<file path="src/rtl/sfp_mul_pipe.sv">
// sfp_mul_pipe: pipelined multi-lane signed fixed-point multiplier with valid/ready and resize.
// Optional clipped-beat counter on clip_count is enabled by defining SFP_MUL_PIPE_STATS_EN.
module sfp_mul_pipe #(
  parameter int X_IW   = 4,
  parameter int X_QW   = 4,
  parameter int Y_IW   = 4,
  parameter int Y_QW   = 4,
  parameter int OUT_IW = 4,
  parameter int OUT_QW = 4,
  parameter int LANES  = 1,
  parameter int STAGES = 2,
  parameter int CLIP   = 0,
  parameter int ROUND  = 0
) (
  input  logic                                clk,
  input  logic                                rst_n,
  input  logic                                in_valid,
  output logic                                in_ready,
  input  logic [LANES*(X_IW+X_QW)-1:0]        x_val,
  input  logic [LANES*(Y_IW+Y_QW)-1:0]        y_val,
  output logic                                out_valid,
  input  logic                                out_ready,
  output logic [LANES*(OUT_IW+OUT_QW)-1:0]    out_val,
  output logic [LANES-1:0]                    clipping,
  output logic                                busy,
  output logic [15:0]                         clip_count
);

  localparam int XW = X_IW + X_QW;
  localparam int YW = Y_IW + Y_QW;
  localparam int OW = OUT_IW + OUT_QW;
  localparam int PW = XW + YW;
  localparam int D  = X_QW + Y_QW - OUT_QW;
  localparam int DS = (D > 0) ? D : 0;
  localparam int SH = (D < 0) ? -D : 0;
  localparam int RS = (D > 0) ? D - 1 : 0;
  localparam int WB = PW + 1 + SH;
  localparam int WW = ((WB > OW) ? WB : OW) + 1;
  localparam int L  = STAGES - 1;

  localparam logic signed [WW-1:0] RND  = (D > 0 && ROUND != 0) ? (WW'(1) << RS) : WW'(0);
  localparam logic [OW-1:0]        MAXV = {1'b0, {(OW-1){1'b1}}};
  localparam logic [OW-1:0]        MINV = {1'b1, {(OW-1){1'b0}}};

  logic [STAGES-1:0]     vld;
  logic [STAGES-1:0]     ld;
  logic [STAGES-1:0]     src_vld;
  logic                  ld_acc;
  logic [LANES*PW-1:0]   prod_in;
  logic [LANES*PW-1:0]   res_src;
  logic [LANES*OW-1:0]   res_val;
  logic [LANES-1:0]      res_clip;

  // A stage may load when it or any stage downstream of it has room this cycle.
  always_comb begin
    ld     = '0;
    ld_acc = out_ready;
    for (int k = STAGES - 1; k >= 0; k--) begin
      ld_acc = ld_acc || !vld[k];
      ld[k]  = ld_acc;
    end
  end

  always_comb begin
    src_vld    = '0;
    src_vld[0] = in_valid;
    for (int k = 1; k < STAGES; k++) src_vld[k] = vld[k-1];
  end

  always_ff @(posedge clk or negedge rst_n) begin
    if (!rst_n) begin
      vld <= '0;
    end else begin
      for (int k = 0; k < STAGES; k++) begin
        if (ld[k]) vld[k] <= src_vld[k];
      end
    end
  end

  for (genvar l = 0; l < LANES; l++) begin : g_lane
    logic signed [XW-1:0]   xs;
    logic signed [YW-1:0]   ys;
    logic signed [PW-1:0]   p;
    logic        [PW-1:0]   src;
    logic signed [WW-1:0]   ext;
    logic signed [WW-1:0]   sum;
    logic signed [WW-1:0]   sc;
    logic        [WW-OW:0]  hi;
    logic                   fits;

    assign xs  = x_val[l*XW +: XW];
    assign ys  = y_val[l*YW +: YW];
    assign p   = PW'(xs) * PW'(ys);
    assign prod_in[l*PW +: PW] = p;

    // Extra headroom bit keeps the rounding carry so it shows up as overflow.
    assign src  = res_src[l*PW +: PW];
    assign ext  = {{(WW-PW){src[PW-1]}}, src};
    assign sum  = ext + RND;
    assign sc   = (sum >>> DS) <<< SH;
    assign hi   = sc[WW-1:OW-1];
    assign fits = (&hi) || !(|hi);

    assign res_clip[l] = !fits;
    assign res_val[l*OW +: OW] = (fits || CLIP == 0) ? sc[OW-1:0] : (sc[WW-1] ? MINV : MAXV);
  end

  if (STAGES > 1) begin : g_mid
    logic [LANES*PW-1:0] pq [STAGES-1];

    always_ff @(posedge clk or negedge rst_n) begin
      if (!rst_n) begin
        for (int k = 0; k < STAGES - 1; k++) pq[k] <= '0;
      end else begin
        if (ld[0] && src_vld[0]) pq[0] <= prod_in;
        for (int k = 1; k < STAGES - 1; k++) begin
          if (ld[k] && src_vld[k]) pq[k] <= pq[k-1];
        end
      end
    end

    assign res_src = pq[STAGES-2];
  end else begin : g_one
    assign res_src = prod_in;
  end

  always_ff @(posedge clk or negedge rst_n) begin
    if (!rst_n) begin
      out_val  <= '0;
      clipping <= '0;
    end else if (ld[L] && src_vld[L]) begin
      out_val  <= res_val;
      clipping <= res_clip;
    end
  end

  assign out_valid = vld[L];
  assign busy      = |vld;
  assign in_ready  = ld[0];

`ifdef SFP_MUL_PIPE_STATS_EN
  logic [15:0] clip_cnt;

  always_ff @(posedge clk or negedge rst_n) begin
    if (!rst_n) begin
      clip_cnt <= '0;
    end else if (out_valid && out_ready && (|clipping) && clip_cnt != 16'hFFFF) begin
      clip_cnt <= clip_cnt + 16'd1;
    end
  end

  assign clip_count = clip_cnt;
`else
  assign clip_count = '0;
`endif

endmodule
</file>
<file path="config.mk">
export PLATFORM = sky130hd
export DESIGN_NAME = sfp_mul_pipe
export DESIGN_NICKNAME = d
export VERILOG_FILES = /design/src/rtl/sfp_mul_pipe.sv
export SDC_FILE = /design/constraint.sdc
export NUM_CORES = 1
export LEC_CHECK = 0
export ABC_AREA = 0
export BUFFER_PORTS_ARGS = -buffer_cell sky130_fd_sc_hd__buf_2
export CORE_MARGIN = 8
export CORE_UTILIZATION = 54
export CTS_CLUSTER_SIZE = 8
export DETAILED_ROUTE_END_ITERATION = 7
export HOLD_SLACK_MARGIN = 0.15
export MAX_ROUTING_LAYER = met4
export PLACE_DENSITY = 0.81
export SLEW_MARGIN = 30
export SYNTH_ARGS = -nofsm -noshare
export SYNTH_HDL_FRONTEND = slang
export SYNTH_SLANG_ARGS = --single-unit
</file>
<file path="constraint.sdc">
create_clock -name clk -period 1.2 [get_ports clk]
set_input_delay 0.12 -clock clk [delete_from_list [all_inputs] [get_ports clk]]
set_output_delay 0.12 -clock clk [all_outputs]
set_load 0.01 [all_outputs]
</file>
==> out/metrics.cfg <==
[drt]
detail_route.wl_per_cell_um = 15.2
drtAntennaViolNets = 0
drc_errors = 0
vias = 2677
drtPass1Iterations = 4
wirelength_um = 8040
drtIter0Drc = 81
viasPerCell = 5.07

[synthesis]
yosysTopAreaCell = fa_1
ys_top_cells_by_area = fa_1, dfrtp_1, ha_1
seq_area_frac_synth = 0.166
yosysWarnings = 0
netlist.area_leader.share = 0.312
synth.ff_latch_count = 23
synth.cell_area_mm2 = 0.00346
synth.avg_cell_area_um2 = 9.59
synth_edf_count = 0
synth_cells = 361
async_flop_share = 1.00
synthTopCellsByCount = inv_1, fa_1, and2_1, nand2_1, ha_1
synth.most_common_cell = inv_1
synth_ff_type = dfrtp_1
synth_cell_types = 41

[finish]
finalNonFillerCells = 528
drive_above_1_share = 0.392
diodes = 0
final_area_mm2 = 0.00466
final_nets = 554
area_growth_pct = 34.5

[clock_tree]
cts_buffers = 3
clock_path_buffers = 2
root_buffer = clkbuf_8
insertion_delay_ns = 0.26
cts_tree = built
h-tree-depth = 1
clock-sinks = 23
clk_pin_slew_ns = 0.08

[worst_hold_path]
min-delay-path-class = input pin to flip-flop

[setup_path]
cp_num_buf_inv = 5
crit_path_end_kind = flip-flop
max_stage_delay_ns = 0.53
crit_arrival_ns = 3.85
critPathTopFamily = adder cells
required_ns = 1.38
crit_type = input pin to flip-flop
cpMostUsedCell = fa_1
path_cells = buf_4, and2_4, fa_1, inv_1, fa_1, inv_1, fa_1, inv_1, fa_1, inv_2, ha_4, a211o_4, o311a_4, o21a_1, o31ai_2
startpoint_type = input pin
cp_max_fo = 7
critPathSlowestCell = fa_1

[timing]
slew_violations = 0
finalHoldViolations = 0
rsz0062_at_grt = true
fin_crit_sh = 3.06
fin_crit_ns = 3.68
whs_ns = 0.202
finalClockSkew_ns = 0.00466
layout_setup_ws_ns = -2.48
final-setup-viol-count = 13
max_freq_ghz = 0.272

[power_and_ir_drop]
p_per_area_mw_per_mm2 = 2090
ir_drop_uv = 1670
power_mw = 9.73
p_leak_nw = 2.29

[run_status]
outcome = finished, violations left
violations = setup timing

[global_route]
grt_pass1_vias = 3068
antenna_found_initial = 0
grtUsageTotal = 0.192
grt_pass1_wl_um = 13600
grt_overflow = 0
grt_max_degree = 24

[place]
postPlaceCellArea_mm2 = 0.00417
hpwl_um = 6110
globalplace.congestion = 0.876
dpl.cell_count = 515
portBuffers = 31

[run]
drv_cap = 0

[floorplan]
initial_core_util = 0.552
ioPinCount = 48
row_count = 29
die_y_um = 96.1
fp.dieW_um = 96.1
dieArea_mm2 = 0.00923
core_area_mm2 = 0.00628

[routing by layer]
metal	GRT usage	routed length [µm]	vias up
met5	-	0	-
li1	-	-	1251
met2	0.373	4770	47
met4	0.0538	172	0
met1	0.194	2880	1360
met3	0.0242	215	19
[power breakdown]
part           internal (mW)  switching (mW)
logic                   4.08            3.84
clock network          0.237           0.242
registers               1.14           0.192
total                   5.45            4.27
[cell families (layout without fill, tap and decap cells)]
kind of cell,Yosys count,in the layout,share of synthesized area
multiplexers,10,10,0.0325
flip-flops,23,23,0.166
other,1,16,0.00108
buffers and inverters,100,175,0.126
AND/OR/NAND/NOR,94,94,0.147
XOR/XNOR,15,15,0.0379
AO/OA/AOI/OAI,36,36,0.0759
adder cells (fa/ha/maj),82,82,0.413
[placed cells by master (no fill, tap or decap), drive strengths merged, types with 9 or more instances in the layout]
master and n:
dfrtp 23, nand2 29, fa 54, o21ai 16
conb 16, xnor2 9, and2 39, mux2 10
ha 28, buf 86, inv 82
[cell type report]
cell class                      count  area, µm²
Timing Repair Buffer               89        779
Sequential cell                    23        576
Clock buffer                        4       45.0
Multi-Input combinational cell    253       2850
Fill cell                         392       1620
Inverter                           82        308
Tap cell                           77       96.3
[stage by stage]
stage / worst slack (ns) / TNS [ns] / util
global route: -2.61 / -26.40 / 0.742
CTS: -2.47 / -24.97 / 0.723
detailed placement: -2.86 / -29.24 / 0.664
floorplan: -2.53 / -24.16 / -
global placement: -2.76 / -28.40 / 0.664
finish: -2.48 / -25.09 / 0.742
[worst min-delay path: stages]
cell	delay (ns)
buf_2	0.08
nand2b_1	0.15
nand2b_1	0.07
[sequential cells by signal (all words and copies together) (netlist names)]
register,flops
clipping,1
g_lane.src,12
vld,2
out_val,8
[path summary, 6_finish.rpt]
kind,start,to,slack [ns],cells after the start
setup reg to reg,g_lane[0].src[12],clipping,-0.03,3
setup / recovery,y_val[5],g_lane[0].src[14],-2.48,15
max in group asynchronous,rst_n,out_val[7],0.53,2
hold / removal,out_ready,vld[1],0.20,3
hold reg to reg,g_lane[0].src[10],g_lane[0].src[10],0.50,2
min in group asynchronous,rst_n,vld[1],0.34,2
[repair_timing]
action / in CTS / in global routing
hold endpoints to repair: 24 / 0
pin swaps: 42 / 18
buffers inserted: 5 / 3
gates resized for setup: 74 / 29
setup endpoints to repair: 14 / 23
hold buffers: 2 / 0
Note: power is estimated with default switching activity, not from simulation.
